[src/rtl/pwm_measure.sv]
// pwm_measure: measures period and high time of a PWM input in sys_clk cycles.
// Define PWM_MEAS_GLITCH_FILTER_EN to ignore 1-2 cycle input pulses (edge latency 3 -> 5 cycles).
module pwm_measure #(
    parameter int               CNT_W   = 16,
    parameter logic [CNT_W-1:0] TIMEOUT = CNT_W'(60000)
) (
    input  logic             sys_clk,
    input  logic             sys_rst_n,
    input  logic             pwm_in,
    input  logic             clr,
    output logic [CNT_W-1:0] period_cnt,
    output logic [CNT_W-1:0] duty_cycle,
    output logic             meas_valid,
    output logic             inc_dec_flag,
    output logic             locked,
    output logic             meas_err
);
    typedef enum logic [1:0] {IDLE, MEAS_HIGH, MEAS_LOW} state_t;
    state_t           state;
    logic             s1, s2, dly, rise, fall;
    logic [CNT_W-1:0] run_cnt, high_hold;
`ifdef PWM_MEAS_GLITCH_FILTER_EN
    logic s3, lvl, agree;
    // A new level is taken only when three consecutive synchronized samples agree.
    always_ff @(posedge sys_clk or negedge sys_rst_n)
        if (!sys_rst_n) {s1, s2, s3, dly, lvl} <= '0;
        else begin
            {s1, s2, s3, dly} <= {pwm_in, s1, s2, s3};
            lvl <= agree ? s2 : lvl;
        end
    always_comb begin
        agree = (s2 == s3) && (s3 == dly);
        rise  = agree & s2 & ~lvl;
        fall  = agree & ~s2 & lvl;
    end
`else
    always_ff @(posedge sys_clk or negedge sys_rst_n)
        if (!sys_rst_n) {s1, s2, dly} <= '0;
        else {s1, s2, dly} <= {pwm_in, s1, s2};
    always_comb begin
        rise = s2 & ~dly;
        fall = ~s2 & dly;
    end
`endif
    always_ff @(posedge sys_clk or negedge sys_rst_n)
        if (!sys_rst_n) begin
            state        <= IDLE;
            run_cnt      <= '0;
            high_hold    <= '0;
            period_cnt   <= '0;
            duty_cycle   <= '0;
            meas_valid   <= 1'b0;
            inc_dec_flag <= 1'b0;
            locked       <= 1'b0;
            meas_err     <= 1'b0;
        end else if (clr) begin
            state        <= IDLE;
            run_cnt      <= '0;
            high_hold    <= '0;
            period_cnt   <= '0;
            duty_cycle   <= '0;
            meas_valid   <= 1'b0;
            inc_dec_flag <= 1'b0;
            locked       <= 1'b0;
            meas_err     <= 1'b0;
        end else begin
            meas_valid <= 1'b0;
            run_cnt    <= rise ? CNT_W'(1) :
                          (state != IDLE && run_cnt != TIMEOUT) ? run_cnt + CNT_W'(1) : run_cnt;
            case (state)
                IDLE: if (rise) state <= MEAS_HIGH;
                MEAS_HIGH:
                    if (run_cnt == TIMEOUT) begin
                        state    <= IDLE;
                        locked   <= 1'b0;
                        meas_err <= 1'b1;
                    end else if (fall) begin
                        high_hold <= run_cnt;
                        state     <= MEAS_LOW;
                    end
                MEAS_LOW:
                    if (run_cnt == TIMEOUT) begin
                        state    <= IDLE;
                        locked   <= 1'b0;
                        meas_err <= 1'b1;
                    end else if (rise) begin
                        // Trend is only meaningful against a measurement from the same lock.
                        if (locked && high_hold != duty_cycle) inc_dec_flag <= high_hold < duty_cycle;
                        period_cnt <= run_cnt;
                        duty_cycle <= high_hold;
                        meas_valid <= 1'b1;
                        locked     <= 1'b1;
                        state      <= MEAS_HIGH;
                    end
                default: state <= IDLE;
            endcase
        end
endmodule

[config.mk]
export PLATFORM = sky130hd
export DESIGN_NAME = pwm_measure
export DESIGN_NICKNAME = d
export VERILOG_FILES = /design/src/rtl/pwm_measure.sv
export SDC_FILE = /design/constraint.sdc
export NUM_CORES = 1
export LEC_CHECK = 0
export CAP_MARGIN = 15
export CORE_ASPECT_RATIO = 0.75
export CORE_MARGIN = 2
export CORE_UTILIZATION = 53
export DETAILED_ROUTE_END_ITERATION = 10
export GPL_TIMING_DRIVEN = 0
export PLACE_DENSITY = 0.75
export SKIP_CTS_REPAIR_TIMING = 1
export SYNTH_ARGS = -nofsm -noshare
export SYNTH_HDL_FRONTEND = slang
export SYNTH_SLANG_ARGS = --single-unit
[constraint.sdc]
create_clock -name sys_clk -period 2.1 [get_ports sys_clk]
set_input_delay 0.315 -clock sys_clk [delete_from_list [all_inputs] [get_ports sys_clk]]
set_output_delay 0.315 -clock sys_clk [all_outputs]
set_load 0.02 [all_outputs]
Yosys cells after proc, flatten, opt, wreduce, memory -nomap -nowiden:

Index checks and enable logic that the tools add are counted.

* word-level logic and storage cells: 84
* flip-flop bits (word level): 73

* reduce and logical (&&, ||, !) cells: 19
* add/sub/neg operators: 1
* equality and inequality tests: 9
* bitwise logic cells: 4
* muxes and demuxes: 38
* order comparisons: 1

Operators with widths (count)
* $mux 16: 15
* $add 16x1->16 const B: 1
* $eq 16x16->1 const B: 1
* $lt 16x16->1: 1
* $mux 1: 16
* $ne 16x16->1: 1
* $ne 16x16->1 const B: 1
* $reduce_bool 2->1: 8
* $mux 2: 5
* $reduce_and 3->1: 3
* $ne 4x4->1 const B: 2
* $pmux 2 s3: 1
* $reduce_bool 3->1: 2
* $reduce_and 4->1: 1
* $ne 3x3->1 const B: 1
* $and 1x1->1: 2
* $eq 2x1->1 const B: 1
* $eq 2x2->1 const B: 1
* $logic_and 1x1->1: 2
* $logic_not 2->1: 1
* $ne 2x2->1 const B: 1
* $not 1->1: 2
* $pmux 1 s2: 1
* $reduce_and 2->1: 1
* $reduce_or 2->1: 1

Depth between registers and ports, before layout:

* depth after elaboration: 7
* mapped depth: 9
* mapped depth without buffers: 7

Worst setup path before layout:

No wires, ideal clock.

* kind: flip-flop to flip-flop
* start point: register duty_cycle[14]
* end point: register inc_dec_flag
* path buffers: 0
* slack: 0.202 ns
* cell stages (with the launch flop): 8
* period minus slack after synthesis: 1.898 ns
* data arrival time: 1.771 ns
* required time: 1.972 ns
* cell sequence: dfrtp_1 -> inv_1 -> ha_1 -> nand4_1 -> nor3_1 -> nand2_1 -> a31oi_4 -> mux2_1

* longest elaborated chain between the ends: 6
* elaborated cells on any way between the ends: 10

RTL lines
* from (decl): line 12 `output logic [CNT_W-1:0] duty_cycle,`
* from (signal assigned): line 90 `duty_cycle <= high_hold;`
* $lt 16x16->1: line 88 `if (locked && high_hold != duty_cycle) inc_dec_flag <= high_hold < duty_cycle;`
* $mux 1: line 88
* $mux 1: line 86 `end else if (rise) begin`
* $mux 1: line 82 `if (run_cnt == TIMEOUT) begin`
* $mux 1: line 70 `case (state)`
* $mux 1: line 56 `end else if (clr) begin`
* to (signal assigned): line 88
* to (decl): line 14 `output logic inc_dec_flag,`

Several ways; a longest one is shown, not always the timed one. The select of a mux whose other input is x is not followed.
A chain may end at the register's enable or synchronous reset.

Worst setup path after layout:

* start point: register run_cnt[0]
* end point: register inc_dec_flag

* longest elaborated chain between the ends: 3

RTL lines
* from (decl): line 21 `logic [CNT_W-1:0] run_cnt, high_hold;`
* from (signal assigned): line 68 `run_cnt <= rise ? CNT_W'(1) :`
* $eq 16x16->1: line 82
* $ne 2x2->1 (no source line)
* $reduce_and 4->1 (no source line)

No other way between the ends.

==> summary.md <==
| Metric | Value |
|---|---|
| Starting Density | `0.555` |
| Sw frac | `0.258` |
| Total Routing Usage GR | `0.234` |
| Worst r2r path cells | `8` |
| # DRC | `0` |
| Most frequent cells in the layout | `76 x nand2_1, 71 x dfrtp_1, 43 x a21oi_1` |
| Total iterations of the first detailed-routing run | `4` |
| Setup repair after global routing missed its margin | `no` |
| First-pass GRT wire length | `around 14000 um` |
| CTS tree | `yes` |
| CTS buffer count | `9` |
| Slowest stage cell, crit path | `dfrtp_2` |
| Post-synthesis sequential area ratio | `0.477` |
| Drt wl/cell | `15.8 um` |
| FFs w/ async S/R, synth | `1.00` |
| Final #Nets | `470` |
| FP Rows | `26` |
| Synth Net Count | `just over 400` |
| Post-synthesis cell area | `3830 um2` |
| Syn Area/Cell | `9.85 um2` |
| Global route overflow | `0` |
| H-tree level count | `3` |
| Crit path max-delay family | `simple AND/OR/NAND/NOR gates` |
| Share of the synthesized area in the top cell type | `0.477` |
| Critical Setup Path Class | `flip-flop to flip-flop` |
| Port Buffers | `39` |
| Max-Slew Margin vs Limit | `0.399` |
| CP Cell Sequence | `inv_1 > ha_1 > nor4b_4 > nand4_1 > and3_1 > buf_6 > a31oi_4 > mux2_1` |
| Least-Margin Pin Slew | `0.901 ns` |
| Worst endpoint required time | `2.33 ns` |
| Final min period | `1.98 ns` |
| Int Power | `approximately 1.9 mW` |
| Flops & latches, synth | `73` |
| Root Buffer | `clkbuf_8` |
| Drt initial violations | `196` |
| I/O pin count | `40` |
| Comb power frac | `0.072` |
| Worst path depth | `8` |
| Vias | `2975` |
| Non-Filler Instances | `547` |
| Reg2Reg Setup Slack | `0.12 ns` |
| Final TNS setup | `0 ns` |
| Status | `completed` |
| Commonest non-fill, non-tap cell in the layout | `nand2_1` |
| Vias per Instance | `roughly 5.4` |
| Initial antenna violation count | `0` |
| Cells after DPL | `526` |
| Slew Viols, Final | `0` |
| Vias in the first global route | `2895` |
| Final hold vios | `0` |
| Maxcap violations | `0` |
| Die W | `about 100 um` |
| Slowest stage delay, CP | `0.45 ns` |
| FF-to-FF End | `inc_dec_flag` |
| Ant diodes | `0` |
| RePlAce Congestion | `0.816` |
| Synth Instances | `about 390` |
| Critical Path End | `inc_dec_flag` |
| Hpwl dp | `between 6000 and 7000 um` |
| Max Clock Skew | `0.0115 ns` |
| Largest net degree at the start of global routing | `74` |
| CORE AREA | `around 7000 um2` |
| Die ar. | `7930 um2` |
| CTS max path bufs | `2` |
| PwrDens | `567 nW/um2` |
| Clock tree sinks | `73` |
| Worst VDD drop | `0.391 mV` |
| Die Y | `a little under 80 um` |
| Buffer and inverter count on the worst path | `2` |
| Crit path from | `run_cnt[0]` |
| Crit Path Max Fanout | `6` |
| Switch Pwr | `approximately 0.67 mW` |
| Finished Cell Area | `4560 um2` |
| ANT nets after route | `0` |
| Area delta synth->final | `19.0%` |
| Area post-placement | `4340 um2` |
| RR Startpoint | `run_cnt[0]` |
| Fin crit share | `0.943` |
| Dominant cell type by area after synthesis | `dfrtp_1` |
| Sequential power share | `0.554` |
| Top FF cell, synth | `dfrtp_1` |
| DRT Wirelength | `8630 um` |
| Hold crit path type | `input port to asynchronous set/reset pin` |
| Leak pwr | `~2.0 nW` |
| Clock latency on the worst-skew pair | `about 0.34 ns` |
| Layout cells sized above 1 | `0.118` |
| Final Power | `2.58 mW` |
| Area contributors post-synth | `dfrtp_1 48%, nand2_1 7.4%, ha_1 7.2%, a21oi_1 5.6%, mux2i_1 4.2%` |
| Yosys cell types | `49` |
| Clock power share | `0.373` |
| Arr. time, crit path | `2.21 ns` |
| Synth warnings | `0` |
| Clock Pin Slew Worst Setup and Hold Paths | `about 0.08 ns` |
| Final setup fails | `0` |
| CP startpoint kind | `flip-flop` |
| Post-synth EDFFs | `0` |
| Fmax achieved | `0.505 GHz` |
| CP endpoint kind | `flip-flop` |
| Fin util | `0.661` |
[cell families (layout without fill, tap and decap cells)]
logic type,count (synthesis),count (layout),synth area share
AND/OR/NAND/NOR,161,161,0.224
flip-flops,73,73,0.477
AO/OA/AOI/OAI,57,57,0.0885
buffers and inverters,45,105,0.0621
adder cells (fa/ha/maj),22,22,0.0719
multiplexers,17,17,0.0448
XOR/XNOR,14,14,0.0320
[registers in the layout, summed over array words and instances (netlist names), 2 cells and up]
name and flops:
run_cnt 16, duty_cycle 16, period_cnt 16, state 2, high_hold 16
[cell usage after synthesis, types with 4 or more instances]
cell type and instances:
clkbuf_1 8, nor3_1 5, ha_1 22, nand2_1 76, dfrtp_1 73, buf_6 4
nor4b_2 4, nand4_1 7, a21oi_1 43, nand3_1 4, nor2_1 35, mux2i_1 16
nand2b_1 4, inv_1 24, nand4b_1 4, xnor2_1 13, buf_4 5
[power by group through the flow]
stage / clock (mW) / combinational, mW / sequential (mW)
2_1_floorplan: 0 / 0.103 / 1.46
3_3_place_gp: 0 / 0.168 / 1.46
3_5_place_dp: 0 / 0.172 / 1.46
4_1_cts: 0.998 / 0.173 / 1.43
5_1_grt: 1.05 / 0.207 / 1.43
6_report: 0.965 / 0.187 / 1.43
[worst min-delay path by stage]
stage,start,to,slack (ns)
after floorplan,sys_rst_n,dly,0.02
after global placement,s1,s2,0.33
after detailed placement,s1,s2,0.34
after CTS,sys_rst_n,duty_cycle[5],0.13
after global routing,sys_rst_n,duty_cycle[5],0.15
final,sys_rst_n,duty_cycle[5],0.11
[final cells by class]
| cell class | count | area, um2 |
|---|---|---|
| plain buffers | 21 | 148 |
| flip-flops and latches | 73 | 1830 |
| clock inverters | 6 | 43.8 |
| well taps | 98 | 123 |
| clock buffers | 10 | 128 |
| fillers | 558 | 2340 |
| repair buffers | 44 | 425 |
| multi-input cells | 271 | 1770 |
| inverters | 24 | 90.1 |
[per-stage QoR]
stage,hold WS [ns],worst slack [ns]
after CTS,0.133,0.0601
after floorplan,0.0194,0.202
final,0.112,0.119
after global routing,0.153,0.00800
after global placement,0.332,-1.76
after detailed placement,0.337,0.0192
[routing by layer]
metal	global-route usage	part of all wire	vias to the layer above
met2	0.363	0.47	72
li1	-	-	1435
met5	0	0	-
met1	0.333	0.48	1462
met3	0.0631	0.044	6
met4	0.0480	0.0059	0
Power figures use the tool's default switching activity.
==> RTL change, RTL diff (same flow settings) <==
Compare `run_cnt` against `TIMEOUT` with >= in place of ==.
--- a/src/rtl/pwm_measure.sv
+++ b/src/rtl/pwm_measure.sv
@@ -79,7 +79,7 @@
                         state     <= MEAS_LOW;
                     end
                 MEAS_LOW:
-                    if (run_cnt == TIMEOUT) begin
+                    if (run_cnt >= TIMEOUT) begin
                         state    <= IDLE;
                         locked   <= 1'b0;
                         meas_err <= 1'b1;
Function: no difference found for any inputs over 10 cycles, from zero or initial values and one cycle with sys_rst_n low; that may be too few to reach the edited logic, so the function may still have changed.
==> RTL change against the original RTL <==
  * Sequential cell count stayed put
  * Combinational power shrank 30%
  * Count of clock-buffer cells in the layout down 1
  * Area after synthesis shrank 4.2%
  * Power up 0.20%
  * Setup slack got worse by 8.4 ps
  * Die area decreased by 4.1%
  * Design area shrank 3.5%
  * Clock skew grew 4.7 ps
  * Maximum frequency fell by 0.42%
  * Wire length down 5.0%
==> RTL change: results <==
group,metric,value,unit
worst_hold_path,hp-class,"flip-flop to flip-flop",
power,ir_worst_vdd,387,uV
synthesis,yosys-top-cells-count,"dfrtp_1 (73), nand2_1 (73), a21oi_1 (43), nor2_1 (39), inv_1 (23)",
worst_setup_path,crit_fanout,10,
sta,tightest_slew,523,ps
final_layout,fin_nets,456,
place,dp_cells,505,
grt,grt_max_degree,54,
synthesis,ys_types,36,
worst_setup_path,r2r_end,"run_cnt[15]$_DFFE_PN0P_",
worst_setup_path,slowest_delay,460,ps
outcome,outcome,"finished, final reports clean",
grt,grt_pass1_vias,2754,
final_layout,drive_gt1_share,10.0,%
routing,via_per_inst,5.39,
grt,grt_pass1_wl,13600,microns
sta,skew,16.2,ps
final_layout,antenna_cells,0,
synthesis,syn-num-nets,403,
cts,clk_pin_slew,80,ps
worst_hold_path,whs_path_depth,0,
place,place_congestion,0.836,
worst_setup_path,rrSetupSlack,110,ps
cts,cts_buffers,9,
grt,groute.usage.overall,23.1,%
routing,wire_per_inst,15.7,microns
worst_setup_path,cp_data_arrival_time,2210,ps
final_layout,fillers,555,
power,switching_power,0.000681,W
synthesis,synth.area.top_cells,"dfrtp_1 (50%), nand2_1 (7.5%), ha_1 (6.1%)",
worst_setup_path,reg2reg_from,"run_cnt[0]$_DFFE_PN0P_",
synthesis,yosysSeqAreaShare,49.8,%
place,dp_slack,70.1,ps
power,p_leak,1.88,nW
place,hpwl,5910,microns
synthesis,syn_avg_cell_area,9.63,sq um
final_layout,stdcell_count,523,
sta,hold_ws,371,ps
worst_setup_path,r2r_cells,8,
routing,drtIter0Drc,181,
worst_setup_path,cp_slowest_cell,"dfrtp_2",
-- RTL change: worst max-delay path, delay by kind of cell, from the launching register on --
kind / cells / cell delay, ps
AOI/OAI and AO/OA: 1 / 270
xor gates and xnor gates: 1 / 170
adders and majority gates: 1 / 140
buffers and inverters: 2 / 250
DFF: 1 / 460
and+or+nand+nor: 3 / 580
-- RTL change: cells by family after synthesis --
family / synth area share (%)
xor+xnor: 3.58
compound gates: 10.3
mux: 4.64
flops: 49.8
buf+inv: 5.32
fa+ha+maj: 6.14
simple gates: 20.2
-- RTL change: layout make-up --
| cell class | count | area, sq um | area share, % |
|---|---|---|---|
| buffer | 19 | 109 | 2.48 |
| clock buffer | 9 | 124 | 2.82 |
| clock inverter | 7 | 61.3 | 1.39 |
| inverter | 23 | 86.3 | 1.96 |
| multi-input combinational | 266 | 1650 | 37.4 |
| sequential | 73 | 1830 | 41.7 |
| tap | 84 | 105 | 2.39 |
| timing repair buffer | 42 | 433 | 9.85 |
-- RTL change: power groups by stage --
| stage | Clock [W] | Sequential [W] | Combinational (W) |
|---|---|---|---|
| 4_1_cts | 0.00105 | 0.00142 | 0.000128 |
| 3_3_place_gp | 0 | 0.00145 | 0.000119 |
| 5_1_grt | 0.00113 | 0.00143 | 0.000145 |
| 6_report | 0.00103 | 0.00142 | 0.000131 |
| 2_1_floorplan | 0 | 0.00145 | 0.0000659 |
| 3_5_place_dp | 0 | 0.00145 | 0.000127 |
-- RTL change: how the worst max path moves through the flow --
stage	end	from	cells after the start	slack (ps)
global placement	run_cnt[14]$_DFFE_PN0P_	sys_rst_n	1	-1800
detailed placement	period_cnt[0]$_DFFE_PN0P_	clr	4	70
floorplan	high_hold[10]$_DFFE_PN0P_	run_cnt[0]$_DFFE_PN0P_	9	320
finish	run_cnt[15]$_DFFE_PN0P_	run_cnt[0]$_DFFE_PN0P_	8	110
global route	high_hold[15]$_DFFE_PN0P_	run_cnt[0]$_DFFE_PN0P_	9	0.6
CTS	high_hold[4]$_DFFE_PN0P_	run_cnt[0]$_DFFE_PN0P_	9	60
-- RTL change: routing by layer --
layer	up-vias	share of wire [%]	global-route usage (%)	wire, microns
met2	55	47	34.8	3850
met1	1365	49	33.9	3980
li1	1388	-	-	-
met3	13	3.4	5.41	281
met5	-	0	0	0
met4	0	0.94	6.03	77
-- RTL change: through the flow --
step           cell area (sq um)  util [%]  setup TNS [ps]
5_1_grt                     4400      65.0               0
3_5_place_dp                4190      61.9               0
2_1_floorplan               3670         -               0
6_report                    4400      65.0               0
3_3_place_gp                4160      61.5         -131040
4_1_cts                     4370      64.6               0
